<file path="config.mk">
export PLATFORM = sky130hd
export DESIGN_NAME = cpu_run_ctrl_flat
export DESIGN_NICKNAME = d
export VERILOG_FILES = /design/src/rtl/cpu_run_ctrl_if.sv /design/src/rtl/cpu_run_ctrl.sv /design/src/flat_wrapper.sv
export SDC_FILE = /design/constraint.sdc
export NUM_CORES = 1
export LEC_CHECK = 0
export ABC_AREA = 1
export CAP_MARGIN = 20
export CORE_UTILIZATION = 60
export CTS_CLUSTER_SIZE = 40
export DETAILED_ROUTE_END_ITERATION = 8
export PLACE_DENSITY = 0.88
export SYNTH_ARGS = -nofsm -noshare
export SYNTH_HDL_FRONTEND = slang
export SYNTH_SLANG_ARGS = --single-unit
</file>
<file path="constraint.sdc">
create_clock -name clk -period 9.2 [get_ports clk]
set_clock_uncertainty 0.2 [all_clocks]
set_input_delay 1.84 -clock clk [delete_from_list [all_inputs] [get_ports clk]]
set_output_delay 1.84 -clock clk [all_outputs]
set_load 0.02 [all_outputs]
</file>
<file path="src/rtl/cpu_run_ctrl_if.sv">
// Command/status bundle between the touchscreen/display logic and cpu_run_ctrl.
//   master side (display/touch logic + CPU): drives cmd_valid, cmd_op, cmd_arg, cpu_pc;
//     observes cmd_ready, clk_en, busy, done, stop_reason, cycle_count.
//   slave side (cpu_run_ctrl): the reverse.
interface cpu_run_ctrl_if;
    logic        cmd_valid;
    logic [1:0]  cmd_op;
    logic [31:0] cmd_arg;
    logic        cmd_ready;
    logic [31:0] cpu_pc;
    logic        clk_en;
    logic        busy;
    logic        done;
    logic [1:0]  stop_reason;
    logic [31:0] cycle_count;

    modport master (
        output cmd_valid, cmd_op, cmd_arg, cpu_pc,
        input  cmd_ready, clk_en, busy, done, stop_reason, cycle_count
    );

    modport slave (
        input  cmd_valid, cmd_op, cmd_arg, cpu_pc,
        output cmd_ready, clk_en, busy, done, stop_reason, cycle_count
    );
endinterface

</file>
<file path="src/rtl/cpu_run_ctrl.sv">
// Run/step controller producing the gated-clock enable for the single-cycle CPU.
//   clk      : system clock
//   reset    : asynchronous active-high reset
//   btn_step : raw push-button, asynchronous to clk
//   bus      : command inputs (STEP/RUN_N/RUN_BP/HALT), cpu_pc feedback and
//              registered status (cmd_ready, clk_en, busy, done, stop_reason, cycle_count)
module cpu_run_ctrl #(
    parameter logic [31:0] TIMEOUT     = 32'd1000000,
    parameter int unsigned SYNC_STAGES = 2
) (
    input  logic          clk,
    input  logic          reset,
    input  logic          btn_step,
    cpu_run_ctrl_if.slave bus
);

    localparam int unsigned W = 32;

    localparam logic [1:0] OP_STEP   = 2'd0;
    localparam logic [1:0] OP_RUN_N  = 2'd1;
    localparam logic [1:0] OP_RUN_BP = 2'd2;
    localparam logic [1:0] OP_HALT   = 2'd3;

    localparam logic [1:0] SR_STEP  = 2'd0;
    localparam logic [1:0] SR_COUNT = 2'd1;
    localparam logic [1:0] SR_BP    = 2'd2;
    localparam logic [1:0] SR_HALT  = 2'd3;

    typedef enum logic [1:0] {
        S_IDLE   = 2'd0,
        S_RUN_N  = 2'd1,
        S_BP_EN  = 2'd2,
        S_BP_CHK = 2'd3
    } state_t;

    state_t           state_q, state_d;
    logic [W-1:0]     remaining_q, remaining_d;
    logic [W-1:0]     run_cnt_q, run_cnt_d;
    logic [W-1:0]     bp_q, bp_d;
    logic [W-1:0]     cycle_cnt_q, cycle_cnt_d;
    logic             clk_en_q, clk_en_d;
    logic             done_q, done_d;
    logic [1:0]       stop_q, stop_d;
    logic             busy_q;
    logic             ready_q;

    logic [SYNC_STAGES-1:0] sync_q;
    logic                   btn_prev_q;
    logic                   btn_edge;
    logic                   halt_req;

    // Button synchronizer plus one extra flop for edge detection
    always_ff @(posedge clk or posedge reset) begin
        if (reset) begin
            sync_q     <= '0;
            btn_prev_q <= 1'b0;
        end else begin
            sync_q     <= {sync_q[SYNC_STAGES-2:0], btn_step};
            btn_prev_q <= sync_q[SYNC_STAGES-1];
        end
    end

    assign btn_edge = sync_q[SYNC_STAGES-1] & ~btn_prev_q;
    assign halt_req = bus.cmd_valid && (bus.cmd_op == OP_HALT);

    // State and datapath registers
    always_ff @(posedge clk or posedge reset) begin
        if (reset) begin
            state_q     <= S_IDLE;
            remaining_q <= '0;
            run_cnt_q   <= '0;
            bp_q        <= '0;
            cycle_cnt_q <= '0;
            clk_en_q    <= 1'b0;
            done_q      <= 1'b0;
            stop_q      <= SR_STEP;
            busy_q      <= 1'b0;
            ready_q     <= 1'b1;
        end else begin
            state_q     <= state_d;
            remaining_q <= remaining_d;
            run_cnt_q   <= run_cnt_d;
            bp_q        <= bp_d;
            cycle_cnt_q <= cycle_cnt_d;
            clk_en_q    <= clk_en_d;
            done_q      <= done_d;
            stop_q      <= stop_d;
            busy_q      <= (state_d != S_IDLE);
            ready_q     <= (state_d == S_IDLE);
        end
    end

    // Next-state and next-output logic; clk_en_d is the enable for the coming cycle
    always_comb begin
        state_d     = state_q;
        remaining_d = remaining_q;
        run_cnt_d   = run_cnt_q;
        bp_d        = bp_q;
        clk_en_d    = 1'b0;
        done_d      = 1'b0;
        stop_d      = stop_q;

        unique case (state_q)
            S_IDLE: begin
                if (bus.cmd_valid) begin
                    // A command always takes precedence over a coincident button edge
                    unique case (bus.cmd_op)
                        OP_STEP: begin
                            clk_en_d = 1'b1;
                            done_d   = 1'b1;
                            stop_d   = SR_STEP;
                        end
                        OP_RUN_N: begin
                            if (bus.cmd_arg == '0) begin
                                done_d = 1'b1;
                                stop_d = SR_COUNT;
                            end else begin
                                remaining_d = bus.cmd_arg;
                                clk_en_d    = 1'b1;
                                state_d     = S_RUN_N;
                            end
                        end
                        OP_RUN_BP: begin
                            bp_d      = bus.cmd_arg;
                            run_cnt_d = '0;
                            clk_en_d  = 1'b1;
                            state_d   = S_BP_EN;
                        end
                        default: ;
                    endcase
                end else if (btn_edge) begin
                    clk_en_d = 1'b1;
                    done_d   = 1'b1;
                    stop_d   = SR_STEP;
                end
            end

            S_RUN_N: begin
                if (halt_req) begin
                    state_d = S_IDLE;
                    done_d  = 1'b1;
                    stop_d  = SR_HALT;
                end else begin
                    remaining_d = remaining_q - W'(1);
                    if (remaining_q == W'(1)) begin
                        state_d = S_IDLE;
                        done_d  = 1'b1;
                        stop_d  = SR_COUNT;
                    end else begin
                        clk_en_d = 1'b1;
                    end
                end
            end

            S_BP_EN: begin
                if (halt_req) begin
                    state_d = S_IDLE;
                    done_d  = 1'b1;
                    stop_d  = SR_HALT;
                end else begin
                    run_cnt_d = run_cnt_q + W'(1);
                    state_d   = S_BP_CHK;
                end
            end

            S_BP_CHK: begin
                // cpu_pc reflects the CPU edge closed by the preceding BP_EN cycle
                if (halt_req) begin
                    state_d = S_IDLE;
                    done_d  = 1'b1;
                    stop_d  = SR_HALT;
                end else if (bus.cpu_pc == bp_q) begin
                    state_d = S_IDLE;
                    done_d  = 1'b1;
                    stop_d  = SR_BP;
                end else if (run_cnt_q == TIMEOUT) begin
                    state_d = S_IDLE;
                    done_d  = 1'b1;
                    stop_d  = SR_HALT;
                end else begin
                    clk_en_d = 1'b1;
                    state_d  = S_BP_EN;
                end
            end

            default: state_d = S_IDLE;
        endcase

        // Counter advances together with the enable it counts
        cycle_cnt_d = cycle_cnt_q + W'(clk_en_d);
    end

    assign bus.cmd_ready   = ready_q;
    assign bus.clk_en      = clk_en_q;
    assign bus.busy        = busy_q;
    assign bus.done        = done_q;
    assign bus.stop_reason = stop_q;
    assign bus.cycle_count = cycle_cnt_q;

endmodule

</file>
<file path="src/flat_wrapper.sv">
// flat-port wrapper written by rule: the top's interface ports become plain ports
module cpu_run_ctrl_flat 
#(
    parameter logic [31:0] TIMEOUT     = 32'd1000000,
    parameter int unsigned SYNC_STAGES = 2
)
  (clk, reset, btn_step, bus_cmd_valid, bus_cmd_op, bus_cmd_arg, bus_cpu_pc, bus_cmd_ready, bus_clk_en, bus_busy, bus_done, bus_stop_reason, bus_cycle_count);
  cpu_run_ctrl_if bus_i ();
  input  logic clk;
  input  logic reset;
  input  logic btn_step;
  input wire logic [$bits(bus_i.cmd_valid)-1:0] bus_cmd_valid;
  input wire logic [$bits(bus_i.cmd_op)-1:0] bus_cmd_op;
  input wire logic [$bits(bus_i.cmd_arg)-1:0] bus_cmd_arg;
  input wire logic [$bits(bus_i.cpu_pc)-1:0] bus_cpu_pc;
  output wire logic [$bits(bus_i.cmd_ready)-1:0] bus_cmd_ready;
  output wire logic [$bits(bus_i.clk_en)-1:0] bus_clk_en;
  output wire logic [$bits(bus_i.busy)-1:0] bus_busy;
  output wire logic [$bits(bus_i.done)-1:0] bus_done;
  output wire logic [$bits(bus_i.stop_reason)-1:0] bus_stop_reason;
  output wire logic [$bits(bus_i.cycle_count)-1:0] bus_cycle_count;
  assign bus_i.cmd_valid = bus_cmd_valid;
  assign bus_i.cmd_op = bus_cmd_op;
  assign bus_i.cmd_arg = bus_cmd_arg;
  assign bus_i.cpu_pc = bus_cpu_pc;
  assign bus_cmd_ready = bus_i.cmd_ready;
  assign bus_clk_en = bus_i.clk_en;
  assign bus_busy = bus_i.busy;
  assign bus_done = bus_i.done;
  assign bus_stop_reason = bus_i.stop_reason;
  assign bus_cycle_count = bus_i.cycle_count;
  cpu_run_ctrl #(.TIMEOUT(TIMEOUT), .SYNC_STAGES(SYNC_STAGES)) u_core (.clk(clk), .reset(reset), .btn_step(btn_step), .bus(bus_i));
endmodule
</file>
=== Yosys cells after proc, flatten, opt, wreduce, memory -nomap -nowiden ===
Index checks and enable logic that the tools add are counted.

* Add/subtract/negate cells: 3
* Equality and inequality tests: 21
* Mux-type cells: 50
* Bitwise gates (word level): 2
* Reduce and logical (&&, ||, !) cells: 13

{| class="wikitable"
|+ Operators with widths
! kind !! number
|-
| $mux 32 || 7
|-
| $pmux 32 s2 || 2
|-
| $mux 2 || 17
|-
| $add 32x1->32 || 1
|-
| $add 32x1->32 const B || 1
|-
| $eq 32x1->1 const B || 1
|-
| $eq 32x20->1 const B || 1
|-
| $eq 32x32->1 || 1
|-
| $logic_not 32->1 || 1
|-
| $sub 32x1->32 const B || 1
|-
| $mux 1 || 16
|-
| $pmux 2 s4 || 2
|-
| $ne 2x2->1 const B || 6
|-
| $eq 2x2->1 const B || 4
|-
| $pmux 2 s2 || 2
|-
| $logic_not 2->1 || 3
|-
| $reduce_and 6->1 || 1
|-
| $reduce_bool 2->1 || 3
|-
| $reduce_and 5->1 || 1
|-
| $eq 2x1->1 const B || 2
|-
| $ne 4x1->1 const B || 1
|-
| $ne 4x3->1 const B || 1
|-
| $ne 4x4->1 const B || 1
|-
| $pmux 1 s2 || 2
|-
| 11 further kinds || 11
|}

* Register bits: 139
* Input port bits: 70
* Output and inout port bits: 38
* Logic and storage cells: 101

=== Depth between registers and ports, before layout ===
Gate-level depths: netlist of run 1.

* Depth in word-level cells: 6
* Gate-level depth with buffers: 21

=== Worst setup path after synthesis of run 1 ===
No wires, ideal clock.

* Path kind: input -> register
* Start point: input port bus_cmd_op[0]
* End point: register u_core.cycle_cnt_q[29] (netlist: u_core.bus.cycle_count[29])
* Setup time: 131 ps
* Arrival time: 3845 ps
* Data required time: 8869 ps
* Path slack: 5024 ps
* Cell stages on the path: 17
* Cells stage by stage: ha_1 nand2_1 inv_1 nor2_1 nand2_1 nand2_1 a21oi_1 a21oi_1 ha_1 nand2_1 nor2_4 nand3_1 nor3_2 nand2_1 nor3_2 nand2_1 xnor2_1

* Longest elaborated chain between the ends: 6
* Elaborated cells between the ends (all ways): 12

{| class="wikitable"
|+ Ends and longest elaborated chain
! what !! line !! source
|-
| start: declaration || flat_wrapper.sv:13 || <nowiki>input wire logic [$bits(bus_i.cmd_op)-1:0] bus_cmd_op;</nowiki>
|-
| $eq 2x2->1 / $logic_not 2->1 (equally long branches) || cpu_run_ctrl.sv:107 || <nowiki>unique case (bus.cmd_op)</nowiki>
|-
| $reduce_or 2->1 (no source line) || n/a ||
|-
| $pmux 1 s2 || cpu_run_ctrl.sv:107 ||
|-
| $mux 1 || cpu_run_ctrl.sv:105 || <nowiki>if (bus.cmd_valid) begin</nowiki>
|-
| $pmux 1 s3 (*) || cpu_run_ctrl.sv:103 || <nowiki>unique case (state_q)</nowiki>
|-
| via u_core.clk_en_d || cpu_run_ctrl.sv:41 || <nowiki>logic clk_en_q, clk_en_d;</nowiki>
|-
| $add 32x1->32 (*) || cpu_run_ctrl.sv:190 || <nowiki>cycle_cnt_d = cycle_cnt_q + W'(clk_en_d);</nowiki>
|-
| via u_core.cycle_cnt_d[29] || cpu_run_ctrl.sv:40 || <nowiki>logic [W-1:0] cycle_cnt_q, cycle_cnt_d;</nowiki>
|-
| end signal: assignment || cpu_run_ctrl.sv:84 || <nowiki>cycle_cnt_q <= cycle_cnt_d;</nowiki>
|-
| end: declaration || cpu_run_ctrl.sv:40 ||
|}

The timed path passes the listed nets; every way through them passes the cells marked *.
A chain may end at the register's enable or synchronous reset.

=== Worst setup path in the final report of run 1 ===
* Start point: input port bus_cmd_op[0]
* End point: register u_core.cycle_cnt_q[25] (netlist: u_core.bus.cycle_count[25])

The elaborated chain is that of the path after synthesis.

==> metrics.txt, run 1 <==
count of max-cap constraint violations 0; Final Wtd Congestion 0.923; Max Clock Freq 207 MHz; htree depth 4; Setup Total Neg Slack 0 ns; R2R Path Start u_core.state_q[0]; Avg Inst Size Synth 6.96 µm²; layout filler cell count 1006; portion of the clock cycle consumed by the worst path in the final layout 0.526; antenna violations before repair 0; Synthesized Nets 1292; drt via density 5.68; maximum vdd drop 0.203 mV; Slew @ Worst Pin 1.09 ns; effective utilization at floorplan 0.627; relative area change from synthesis to final layout 22.7%; ratio of cells with drive above 1 in the final layout 0.0444; Routed Wire Length 23900 µm; starting DRC count in detailed routing 1055; pre-CTS worst setup slack 4.07 ns; Design Power 0.00281 W; sequential cell area fraction in the yosys report 0.413; Final nets 1397; final HPWL from detailed placement 16900 µm; Antenna Violating Nets Remaining 0; area inside the core boundary 0.0135 mm²; Hold Path Origin u_core.sync_q[0]; via total after detailed routing 8542; power density over the cells 271 mW/mm²; Site Rows 42; kind of capture point of the worst setup path flip-flop; Max stage delay cell, worst path clkdlybuf4s50_1; number of placed I/O pins 108; post-CTS setup repair buffer count 0; aggregate global-route resource usage 0.349; Die Span X 121 µm; clock slew seen by the registers of the worst setup and hold paths 0.06 ns; clock insertion delay at the later pin of the skew report 0.42 ns; worst setup slack after layout 4.36 ns; number of distinct library cell variants in the gate-level netlist after synthesis 44; DRC violation count after routing 0; cell area after layout 0.0104 mm²; Final Setup Violations 0; Worst Path Max Fanout 4; RSZ-0062 raised after global routing no; Period minus WS final 4.84 ns; die footprint 0.0145 mm²; number of buffers added to fix hold violations after cts 0; Warnings, synthesis 0; routed wire length per instance 15.9 µm; list of cells traversed by the critical path clkdlybuf4s50_1 -> ha_1 -> nand2_1 -> inv_1 -> nor2_1 -> nand3_1 -> a21oi_1 -> ha_1 -> nand3_1 -> nor4_1 -> nand3_1 -> nor3_1 -> xor2_1; die outline height 121 µm; arrival time at the worst endpoint 4.98 ns; total iterations of the first detailed-routing run 6; area occupied by multi-input gates 0.00428 mm²; leakage power summed over all cells 4.89 nW; Most common cell on crit path nand3_1; worst stage delay on the critical path 0.48 ns; Seq. cell area 0.00348 mm²; remaining global-route overflow 0; mapped cell area 0.00843 mm²; cells after synthesis 1211; maximum number of pins on one net before global-route repair 90; Diodes inserted 0; critical path startpoint category input pin; global-route wire length before repair 39700 µm; class of the tightest hold or removal check flip-flop to flip-flop; outcome finished clean; start point of the critical path bus_cmd_op[0]; clock tree root driver cell clkbuf_16; CTS tree done; Crit Path Category input pin to flip-flop; FF+latch count, synth 139; Sink Count 139; post_cts resized 0; worst hold slack 0.155 ns; CTS max path bufs 2; cts bufs inserted 17; hold violation total from the final report 0; post-placement cell area 0.00966 mm²; number of buffer cells added on primary ports 107; required time at the endpoint of the critical path 9.35 ns; Final Slew Violations 0; slew margin rel. 0.274; via count of the first global-routing pass 8191
per-layer routing:
layer / routed length (µm) / vias to the layer above / track usage
li1: - / 4032 / -
met4: 391 / 0 / 0.0934
met5: 0 / - / 0
met2: 10900 / 425 / 0.535
met1: 10600 / 4044 / 0.496
met3: 2140 / 41 / 0.0825
worst max-delay path: cells and delay by family:
| family | cells | cell delay [ns] |
|---|---|---|
| XOR/XNOR | 1 | 0.17 |
| AO/OA/AOI/OAI | 1 | 0.33 |
| adder cells (fa/ha/maj) | 2 | 0.50 |
| buffers and inverters | 2 | 0.57 |
| AND/OR/NAND/NOR | 7 | 1.57 |
kinds of logic (layout without fill, tap and decap cells):
kind of cell    count (synthesis)  in the layout  synth area share
compound gates                127            127            0.0831
xor+xnor                       56             56            0.0582
fa+ha+maj                      11             11            0.0163
buf+inv                       180            298            0.0810
flops                         139            139             0.413
simple gates                  698            698             0.349
path summary, 6_finish.rpt:
check,endpoint,slack (ns),cells after the start
max reg2reg,u_core.bus.cycle_count[25],5.35,15
min in group asynchronous,u_core.run_cnt_q[5],1.74,2
min,u_core.sync_q[1],0.16,0
max,u_core.bus.cycle_count[25],4.36,13
min reg2reg,u_core.sync_q[1],0.16,0
max in group asynchronous,u_core.state_q[0],5.86,3
synth_stat cells, drive strengths merged:
master | number | share of area
xor2 | 24 | 0.025
or2 | 1 | 0.00074
o211ai | 2 | 0.0018
nor4 | 11 | 0.0089
and3 | 2 | 0.0015
a211oi | 2 | 0.0018
a22oi | 2 | 0.0018
o21bai | 3 | 0.0027
nand4 | 27 | 0.020
or3 | 1 | 0.00074
a21boi | 1 | 0.00089
inv | 156 | 0.070
a31o | 1 | 0.0010
ha | 11 | 0.016
a21oi | 19 | 0.013
o22ai | 1 | 0.00074
clkbuf | 18 | 0.0080
o21ai | 87 | 0.052
a32oi | 1 | 0.0010
o221ai | 1 | 0.0010
buf | 6 | 0.0033
a31oi | 2 | 0.0015
dfrtp | 138 | 0.41
o21a | 4 | 0.0036
nand2 | 384 | 0.17
a221oi | 1 | 0.0010
nand3 | 66 | 0.040
dfstp | 1 | 0.0031
xnor2 | 32 | 0.033
nand3b | 3 | 0.0027
nor2 | 169 | 0.080
nor3 | 34 | 0.023
state kept, by name (all words and copies together), names as in the netlist:
signal	cells
u_core.bp_q	32
u_core.bus.cycle_count	32
u_core.remaining_q	32
u_core.run_cnt_q	32
u_core.bus.stop_reason	2
u_core.state_q	2
u_core.sync_q	2
u_core.btn_prev_q	1
u_core.bus.busy	1
u_core.bus.clk_en	1
u_core.bus.cmd_ready	1
u_core.bus.done	1
area by class of cell:
class | count | area share
multi-input cells | 892 | 0.413
flip-flops and latches | 139 | 0.336
repair buffers | 110 | 0.106
inverters | 156 | 0.0573
clock buffers | 22 | 0.0458
well taps | 176 | 0.0213
clock inverters | 10 | 0.0205
cell usage in the layout, fill, tap and decap left out, types with 4 or more instances in the layout:
master and count:
nor2_1 160, bufinv_16 6, dfrtp_1 138, nand3_1 64
clkdlybuf4s50_1 107, o21a_1 4, nor3_2 4, o21ai_0 81
clkbuf_16 17, o21ai_1 6, xor2_1 24, a21oi_1 18
nand4_1 27, ha_1 11, nor4_1 10, nor2_2 6
xnor2_1 32, nand2_1 382, nor3_1 30, inv_1 152
where the power goes:
part | switching, W | internal, W
combinational | 0.000663 | 0.000357
sequential | 0.000180 | 0.000808
clock | 0.000268 | 0.000532
total | 0.00111 | 0.00170
metrics by stage:
step           utilization  std cells
4_1_cts              0.769       1505
6_report             0.769       1505
2_1_floorplan            -       1211
5_1_grt              0.769       1505
3_3_place_gp         0.718       1473
3_5_place_dp         0.718       1473
No activity file was read; power rests on OpenSTA's default activity.
==> run 2: changes to the inputs <==
CORE_UTILIZATION = 51   (was 60)
PLACE_DENSITY = 0.79   (was 0.88)
clock period = 4.05 ns   (was 9.2 ns; I/O delays follow)
==> run 2 against run 1 <==
Clock power grew 85%. Largest power group unchanged. Via count shrank 5.0%. Highest routed layer unchanged. Sequential power grew 130%.
==> metrics.txt, run 2 (same netlist as run 1, synthesis figures left out) <==
Max Clock Freq 268 MHz; combinational fraction of design power 0.383; DRC violation count after routing 0; Crit Path Category input pin to flip-flop; Site Rows 46; routed wire length on met3 1380 µm; part of the total power dissipated in the clock network 0.247; effective utilization at floorplan 0.527; Worst Hold Endpoint u_core.sync_q[1]; number of placed I/O pins 108; drt via density 5.20; Hold Path Origin u_core.sync_q[0]; die outline height 131 µm; Slew @ Worst Pin 0.772 ns; layout filler cell count 1443; hold violation total from the final report 0; count of max-cap constraint violations 0; number of buffer cells added on primary ports 107; clock insertion delay at the later pin of the skew report 0.42 ns; cell area after layout 0.0104 mm²; part of the power in registers 0.371; global-route wire length before repair 36600 µm; via count of the first global-routing pass 7390; Period minus WS final 3.72 ns; start point of the critical path bus_cmd_op[0]; worst stage delay on the critical path 0.50 ns; power density over the cells 579 mW/mm²; routed wire length per instance 14.5 µm; number of buffers added to fix hold violations after cts 0; area inside the core boundary 0.0160 mm²; portion of the clock cycle consumed by the worst path in the final layout 0.920; met1 wire length 10800 µm; Reg-to-Reg End u_core.bus.cycle_count[29]; required time at the endpoint of the critical path 4.15 ns; aggregate global-route resource usage 0.281; highest routing layer actually used met4; post-placement cell area 0.00984 mm²; Routed Wire Length 22700 µm; most used cells in the layout excluding fill and tap cells nand2_1, nor2_1, inv_1, dfrtp_1, clkdlybuf4s50_1; maximum number of pins on one net before global-route repair 140; R2R Path Start u_core.remaining_q[1]; Psw 0.00245 W; Final Setup Violations 0; remaining global-route overflow 0; Final Slew Violations 0; hold path depth 0; Worst Path Max Fanout 5; Most common cell on crit path nand2_1; register-to-register path setup slack 0.80 ns; maximum vdd drop 0.389 mV; Final Wtd Congestion 0.934; Switching Fraction 0.407; Sink Count 139; post-CTS setup repair buffer count 0; RSZ-0062 raised after global routing no; Max stage delay cell, worst path clkdlybuf4s50_1; htree depth 4; CTS max path bufs 2; depth of the most critical reg-to-reg path 20; final HPWL from detailed placement 16600 µm; CTS tree done; via total after detailed routing 8111; post_cts resized 0; relative area change from synthesis to final layout 23.3%; wire length on met2 10000 µm; kind of capture point of the worst setup path flip-flop; list of cells traversed by the critical path clkdlybuf4s50_1 -> ha_1 -> nand2_1 -> inv_1 -> nor2_1 -> nand3_1 -> a21oi_1 -> ha_1 -> nand2_1 -> nor2_4 -> nand3_1 -> nor3_2 -> nand2_1 -> nor3_2 -> nand2_1 -> xnor2_1; Seq. cell area 0.00348 mm²; die footprint 0.0171 mm²; area occupied by multi-input gates 0.00428 mm²; Die Span X 131 µm; arrival time at the worst endpoint 3.82 ns; internal cell power 0.00356 W; Design Power 0.00602 W; leakage power summed over all cells 4.91 nW; cts bufs inserted 17; slew margin rel. 0.485; antenna violations before repair 1; most common library cell in the layout ignoring fill and taps nand2_1; outcome finished clean; clock tree root driver cell clkbuf_16; Antenna Violating Nets Remaining 0; critical path startpoint category input pin; Final nets 1412; starting DRC count in detailed routing 820; clock slew seen by the registers of the worst setup and hold paths 0.06 ns; total iterations of the first detailed-routing run 7; class of the tightest hold or removal check flip-flop to flip-flop; ratio of cells with drive above 1 in the final layout 0.0528
-- run 2: per-stage QoR --
step	setup TNS, ns	std cells	utilization	setup slack (ns)	hold WS [ns]
global placement	0	1528	0.615	0.134	0.133
floorplan	0	1211	-	0.904	0.131
finish	0	1561	0.650	0.325	0.149
global route	0	1561	0.650	0.0880	0.153
detailed placement	-0.0568	1528	0.615	-0.0568	0.137
CTS	0	1560	0.650	0.351	0.150
-- run 2: metal layers --
layer,vias to the layer above,global-route usage
li1,4073,-
met1,3732,0.403
met2,270,0.423
met3,36,0.0623
met4,0,0.0906
met5,-,0
-- run 2: critical path: cells and delay by family --
family	cells	cell delay [ns]
and+or+nand+nor	10	1.48
xor gates and xnor gates	1	0.14
buffers and inverters	2	0.58
AOI/OAI and AO/OA	1	0.35
adders and majority gates	2	0.47
-- run 2: layout make-up --
class                      instances  area share
antenna                            1    0.000241
clock buffer                      25      0.0467
clock inverter                     7     0.00662
inverter                         156      0.0569
multi-input combinational        892       0.412
sequential                       139       0.335
tap                              216      0.0260
timing repair buffer             125       0.117
-- run 2: power groups by stage --
stage | combinational, W | clock (W) | sequential, W
floorplan | 0.00160 | 0 | 0.00220
global placement | 0.00222 | 0 | 0.00222
detailed placement | 0.00228 | 0 | 0.00223
CTS | 0.00229 | 0.00150 | 0.00222
global route | 0.00261 | 0.00157 | 0.00228
finish | 0.00230 | 0.00148 | 0.00223
-- run 2: how the worst max path moves through the flow --
stage | to | slack (ns) | cells after the start
after floorplan | u_core.bus.cycle_count[29] | 0.90 | 17
after global placement | u_core.bus.cycle_count[29] | 0.13 | 16
after detailed placement | u_core.bus.cycle_count[29] | -0.06 | 16
after CTS | u_core.bus.cycle_count[29] | 0.35 | 16
after global routing | u_core.bus.cycle_count[29] | 0.09 | 18
final | u_core.bus.cycle_count[29] | 0.33 | 16
==> run 3: changes to the inputs <==
CORE_UTILIZATION = 56   (was 51)
GPL_TIMING_DRIVEN = 1   (was default)
PLACE_DENSITY = 0.83   (was 0.79)
clock period = 4 ns   (was 4.05 ns; I/O delays follow)
==> run 3 against run 2 <==
Critical path depth is 3 higher. Utilization up 6.2 points. Sequential share of layout area hardly changed. Critical path type unchanged. Critical endpoint is now u_core.bus.cycle_count[18].
==> metrics.txt, run 3 (same netlist as run 1, synthesis figures left out) <==
class of the tightest hold or removal check flip-flop to flip-flop; arrival time at the worst endpoint 3.84 ns; number of placed I/O pins 108; hold violation total from the final report 0; clock slew seen by the registers of the worst setup and hold paths 0.06 ns; critical path startpoint category input pin; clock insertion delay at the later pin of the skew report 0.43 ns; Antenna Violating Nets Remaining 0; worst hold slack 0.149 ns; required time at the endpoint of the critical path 4.16 ns; kind of capture point of the worst setup path flip-flop; CTS tree done; remaining global-route overflow 0; maximum number of pins on one net before global-route repair 49; post-CTS setup repair buffer count 0; Reg-to-Reg End u_core.bus.cycle_count[18]; cts bufs inserted 17; list of cells traversed by the critical path clkdlybuf4s50_1 -> nor2_1 -> nand2_1 -> nor2_1 -> nand2_1 -> nor2_1 -> o21ai_0 -> a21oi_1 -> a21oi_1 -> ha_1 -> nand2_1 -> nor2_4 -> inv_1 -> nor2_2 -> nand2_1 -> nor2_1 -> nand3_1 -> nor3_2 -> xor2_1; register-to-register path setup slack 0.76 ns; total iterations of the first detailed-routing run 6; antenna violations before repair 0; relative area change from synthesis to final layout 23.2%; Design Power 0.00611 W; via count of the first global-routing pass 7784; R2R Path Start u_core.remaining_q[1]; area occupied by multi-input gates 0.00428 mm²; Slew @ Worst Pin 0.867 ns; Final Slew Violations 0; htree depth 4; Final Setup Violations 0; Buf/Inv on CP 2; number of buffer cells added on primary ports 107; RSZ-0062 raised after global routing no; number of buffers added to fix hold violations after cts 0; area inside the core boundary 0.0146 mm²; Final nets 1414; CP Depth 19; power density over the cells 588 mW/mm²; most used cells in the layout excluding fill and tap cells nand2_1, nor2_1, inv_1, dfrtp_1, clkdlybuf4s50_1; die outline height 125 µm; global-route wire length before repair 38200 µm; portion of the clock cycle consumed by the worst path in the final layout 0.921; DRC violation count after routing 0; Seq. cell area 0.00348 mm²; Final Util 0.712; Site Rows 44; starting DRC count in detailed routing 881; most common library cell in the layout ignoring fill and taps nand2_1; capturing instance or port of the critical path u_core.bus.cycle_count[18]; Worst path top cell family by delay simple AND/OR/NAND/NOR gates; Inst Count DP 1498; ratio of cells with drive above 1 in the final layout 0.0572; worst stage delay on the critical path 0.62 ns; cell area after layout 0.0104 mm²; depth of the most critical reg-to-reg path 21; Sink Count 139; Crit Path Category input pin to flip-flop; Max Clock Freq 271 MHz; clock tree root driver cell clkbuf_16; routed wire length per instance 15.2 µm; maximum vdd drop 0.434 mV; via total after detailed routing 8365; aggregate global-route resource usage 0.310; layout filler cell count 1188; count of max-cap constraint violations 0; Routed Wire Length 23300 µm; post_cts resized 0; Die Span X 125 µm; final HPWL from detailed placement 17100 µm; die footprint 0.0156 mm²; drt via density 5.47; Period minus WS final 3.68 ns; effective utilization at floorplan 0.578; slew margin rel. 0.421; outcome finished clean; CTS max path bufs 2; Diodes inserted 0; leakage power summed over all cells 4.92 nW; start point of the critical path bus_cmd_arg[17]; Worst Path Max Fanout 5; post-placement cell area 0.00984 mm²; Max stage delay cell, worst path clkdlybuf4s50_1; count of non-filler cells in the finished layout 1530; Final Wtd Congestion 0.960
[run 3: changes by cell type in the layout (fill, tap and decap cells not counted), sizes merged]
cell,delta
diode,-1
clkinvlp,+2
inv,+3
clkinv,+2
clkbuf,-7
buf,+2
[run 3: metal layers]
metal / GRT usage / wire (µm) / vias to the layer above
met5: 0 / 0 / -
met4: 0.0950 / 459 / 0
met3: 0.0640 / 2050 / 49
met2: 0.476 / 10400 / 383
met1: 0.439 / 10300 / 3857
li1: - / - / 4076
[run 3: layout make-up]
class,count,area share
clock buffers,18,0.0413
clock inverters,14,0.0116
inverters,156,0.0570
multi-input cells,892,0.412
flip-flops and latches,139,0.335
well taps,184,0.0222
repair buffers,127,0.121
[run 3: report_power, final]
part           internal, W  leakage (nW)  switching, W  total [W]
registers          0.00186          1.80      0.000394    0.00225
clock network     0.000853         0.263      0.000637    0.00149
logic             0.000858          2.86       0.00151    0.00237
total              0.00357          4.92       0.00254    0.00611
[run 3: how the worst min path moves through the flow]
stage	startpoint	endpoint	slack (ns)	cells after the start
floorplan	u_core.sync_q[0]	u_core.sync_q[1]	0.13	0
global placement	u_core.sync_q[0]	u_core.sync_q[1]	0.14	0
detailed placement	u_core.sync_q[0]	u_core.sync_q[1]	0.14	0
CTS	u_core.sync_q[0]	u_core.sync_q[1]	0.15	0
global route	u_core.sync_q[0]	u_core.sync_q[1]	0.17	0
finish	u_core.sync_q[0]	u_core.sync_q[1]	0.15	0
[run 3: metrics by stage]
step | worst slack [ns] | TNS [ns]
CTS | 0.363 | 0
global route | 0.0501 | 0
global placement | 0.0770 | 0
detailed placement | -0.0760 | -0.0844
finish | 0.315 | 0
floorplan | 0.864 | 0
[run 3: worst reg2reg max path, stage by stage (launching register included)]
cell and delay, ns:
dfrtp_1 0.32, inv_1 0.07, ha_1 0.18, nand2_1 0.08, nor2_1 0.06, nand2_1 0.08
nor2_1 0.04, nand3_1 0.12, nand2_1 0.11, nand2_1 0.07, a21oi_1 0.04, a21oi_1 0.30
ha_1 0.22, nand2_1 0.10, nor2_4 0.18, inv_1 0.07, nor2_2 0.21, nand2_1 0.14
nor2_1 0.13, nand3_1 0.14, nor3_2 0.15, xor2_1 0.16
